--- config.mk ---
export PLATFORM = sky130hd
export DESIGN_NAME = s2_pack
export DESIGN_NICKNAME = d
export VERILOG_FILES = /design/src/rtl/s2_pack.sv
export SDC_FILE = /design/constraint.sdc
export NUM_CORES = 1
export LEC_CHECK = 0
export ABC_AREA = 1
export CAP_MARGIN = 10
export CELL_PAD_IN_SITES_DETAIL_PLACEMENT = 1
export CELL_PAD_IN_SITES_GLOBAL_PLACEMENT = 2
export CORE_MARGIN = 3
export CORE_UTILIZATION = 27
export DETAILED_ROUTE_END_ITERATION = 6
export GPL_TIMING_DRIVEN = 0
export MAX_ROUTING_LAYER = met4
export PLACE_DENSITY = 0.81
export SYNTH_ARGS = -nofsm -noshare
export SYNTH_HDL_FRONTEND = slang
export SYNTH_SLANG_ARGS = --single-unit
--- constraint.sdc ---
create_clock -name clk_i -period 1.6 [get_ports clk_i]
set_clock_uncertainty 0.1 [all_clocks]
set_input_delay 0.24 -clock clk_i [delete_from_list [all_inputs] [get_ports clk_i]]
set_output_delay 0.24 -clock clk_i [all_outputs]
set_load 0.1 [all_outputs]
--- src/rtl/s2_pack.sv ---
// Byte-to-word assembler: two W-bit bytes under pl_i form one 2W-bit word in a valid/accept slot.
// Word appears one edge after its 2nd byte; prdy_o drops only while a byte is held and the slot is full and not being accepted.
module s2_pack #(
    parameter int W         = 8,
    parameter bit MSB_FIRST = 1'b1
) (
    input  logic           clk_i,
    input  logic           reset_i,
    input  logic           pl_i,
    input  logic           clr_i,
    input  logic [W-1:0]   di_i,
    output logic           prdy_o,
    output logic [2*W-1:0] do_o,
    output logic           dov_o,
    input  logic           dor_i,
    output logic           ovf_o
);

    typedef enum logic {IDLE, HALF} state_t;

    state_t         state_q, state_d;
    logic [W-1:0]   hold_q, hold_d;
    logic [2*W-1:0] do_q, do_d;
    logic           dov_q, dov_d;
    logic           ovf_q, ovf_d;

    // Slot frees and refills on the same edge, so accept lets the next word in.
    assign prdy_o = (state_q == IDLE) || !dov_q || dor_i;

    always_comb begin
        state_d = state_q;
        hold_d  = hold_q;
        do_d    = do_q;
        dov_d   = dov_q;
        ovf_d   = ovf_q;

        if (dov_q && dor_i) begin
            dov_d = 1'b0;
        end

        if (clr_i) begin
            state_d = IDLE;
            hold_d  = '0;
            ovf_d   = 1'b0;
        end else if (pl_i && !prdy_o) begin
            ovf_d = 1'b1;
        end else if (pl_i) begin
            if (state_q == IDLE) begin
                hold_d  = di_i;
                state_d = HALF;
            end else begin
                if (MSB_FIRST) begin
                    do_d = {hold_q, di_i};
                end else begin
                    do_d = {di_i, hold_q};
                end
                dov_d   = 1'b1;
                state_d = IDLE;
            end
        end
    end

    always_ff @(posedge clk_i or negedge reset_i) begin
        if (!reset_i) begin
            state_q <= IDLE;
            hold_q  <= '0;
            do_q    <= '0;
            dov_q   <= 1'b0;
            ovf_q   <= 1'b0;
        end else begin
            state_q <= state_d;
            hold_q  <= hold_d;
            do_q    <= do_d;
            dov_q   <= dov_d;
            ovf_q   <= ovf_d;
        end
    end

    assign do_o  = do_q;
    assign dov_o = dov_q;
    assign ovf_o = ovf_q;

endmodule

==> out/metrics.yaml <==
whs_ns: 0.0838
grt_pass1_wl_um: 4800
setup_viol: 0
crit_chain: "clkdlybuf4s15_2"
hold_depth: 2
synth.avg_cell_area_sq_um: 9.24
clkTransAtPathRegs_ns: 0.10
worst_pin_slew_ns: 0.555
h-tree-depth: 1
grt_start_max_net_pins: 28
area_growth_pct: 45.7
critPathTopFamily: "buffers and inverters"
netlist_instances: 123
ys_warn_count: 0
insertion_delay_ns: 0.28
grt_most_used_layer: "met2"
path_depth: 1
crit_required_ns: 1.26
cts.sinks: 27
port-buffer-count: 30
die_y_um: 70.9
maxSlewViolCount: 0
final_hold_viol_count: 0
num_antenna_cells: 0
relSlewSlack_pct: 63.2
drt-wirelength-per-cell_um: 13.0
syn-num-nets: 136
post-dp-hpwl_um: 1950
cts-root-buf: "clkbuf_8"
die_area_sq_mm: 0.00502
cap_violations: 0
setup_tns_ns: 0
status: "finished clean"
via_per_inst: 4.45
drt-total-wl_um: 2730
grtUsageMet3_pct: 3.69
cts_inserted_buffers: 3
dr_total_vias: 935
overflow: 0
layoutNonFillerInstCount: 210
period_share_pct: 96.8
met1_usage_pct: 16.5
core.rowCount: 22
drc: 0
cts_tree: "done"
die_w_um: 70.9
ioPinCount: 32
start_kind: "flip-flop"
use_met2_pct: 18.4
clk_path_buf_depth: 2
worst_setup_path_end_kind: "primary output"
yosysSeqAreaShare_pct: 59.5
vdd_drop_max_mv: 0.700
first_pass_iters: 6
grt_use_total_pct: 12.4
ant_nets: 0
drive_gt1_share_pct: 23.5
ys_types: 13
worst-path-buf-inv: 1
fillCellCount: 448
arrival_ns: 1.21
p_leak_uw: 0.000825
core_sq_mm: 0.00385
ys_ff_latch: 27
initial_core_util_pct: 29.5
critPathSlowestCell: "clkdlybuf4s15_2"
drt_iter0_drc: 19
power.density_mw_per_mm2: 1290
post-place-ws_ns: -1.04
antenna_found_initial: 0
hold_class: "primary input to flip-flop"
finalWorstSetupSlack_ns: 0.0507
reg2reg_depth: 6
path_class: "flip-flop to primary output"
grt_pass1_vias: 987
fin_crit_ns: 1.55
crit_path_max_fanout: 2
final_nets: 176
place_inst: 201
fmax_mhz: 645
cpPeakStageDelay_ns: 0.56
syn_area_sq_mm: 0.00114
place.gp.congestion: 0.723
[synth_stat cells]
cell	n	area share, %
nand2_1	50	17
dfrtp_1	27	59
nand3_1	20	8.8
inv_1	6	2.0
a21oi_1	5	2.2
nor2_1	4	1.3
buf_6	2	2.0
clkbuf_8	2	2.4
nand2_2	2	1.1
o21ai_0	2	0.88
nand2_4	1	0.99
nand4_1	1	0.55
nor2_8	1	1.8
[cell families (layout without fill, tap and decap cells)]
family,count (synthesis),in the layout,share of synthesized area (%)
buffers and inverters,10,49,6.39
AOI/OAI and AO/OA,7,7,3.08
DFF,27,27,59.5
and+or+nand+nor,79,79,31.1
[timing repair]
action,in CTS,in global routing
buffers inserted,0,3
hold endpoints to repair,0,7
gates cloned,0,0
pin swaps,0,1
gates resized for setup,68,1
setup endpoints to repair,20,1
hold buffers,0,1
[cell type report]
cell class	instances	area, sq um	share of cell area (%)
clock buffer	3	41.3	2.49
clock inverter	1	7.51	0.454
sequential	27	679	41.0
timing repair buffer	35	385	23.3
inverter	6	22.5	1.36
multi-input combinational	86	409	24.7
buffer	4	50.0	3.02
tap	48	60.1	3.63
[through the flow]
| step | power [uW] | cell area (sq um) | utilization [%] |
|---|---|---|---|
| after floorplan | 1510 | 1150 | - |
| after global placement | 1750 | 1510 | 39.1 |
| after detailed placement | 1760 | 1510 | 39.1 |
| after CTS | 2150 | 1600 | 41.4 |
| after global routing | 2240 | 1660 | 43.0 |
| final | 2130 | 1660 | 43.0 |
[where the power goes]
part           total [uW]  internal, uW  switching, uW
Combinational         909           190            719
Clock                 397           177            219
Sequential            827           773           54.0
[worst paths after layout]
kind                                     start               endpoint  slack (ns)
hold reg to reg            do_o[9]$_DFFE_PN0P_    do_o[9]$_DFFE_PN0P_        0.38
min in group asynchronous              reset_i   do_o[14]$_DFFE_PN0P_        0.42
hold / removal                           clr_i  hold_q[3]$_DFFE_PN0P_        0.08
max in group asynchronous              reset_i        dov_o$_DFF_PN0_        0.51
setup reg to reg           state_q$_DFFE_PN0P_   do_o[10]$_DFFE_PN0P_        0.21
setup / recovery           do_o[3]$_DFFE_PN0P_                do_o[3]        0.05
[layout by cell type, fill, tap and decap left out, drive strengths merged, types with 2 or more instances in the layout]
cell type,instances
a21oi,5
buf,8
clkbuf,5
clkdlybuf4s15,17
clkdlybuf4s50,10
dfrtp,27
inv,6
nand2,53
nand3,20
nor2,5
o21ai,2
[sequential cells by signal (all words and copies together) (netlist names)]
name	count
do_o	16
hold_q	8
state_q	1
ovf_o	1
dov_o	1
[per-layer routing]
| metal | vias to the layer above | part of all wire [%] |
|---|---|---|
| met5 | - | 0 |
| met4 | 0 | 1.2 |
| met3 | 6 | 4.9 |
| met2 | 25 | 47 |
| met1 | 433 | 47 |
| li1 | 471 | - |
(Power assumes the default switching activity.)
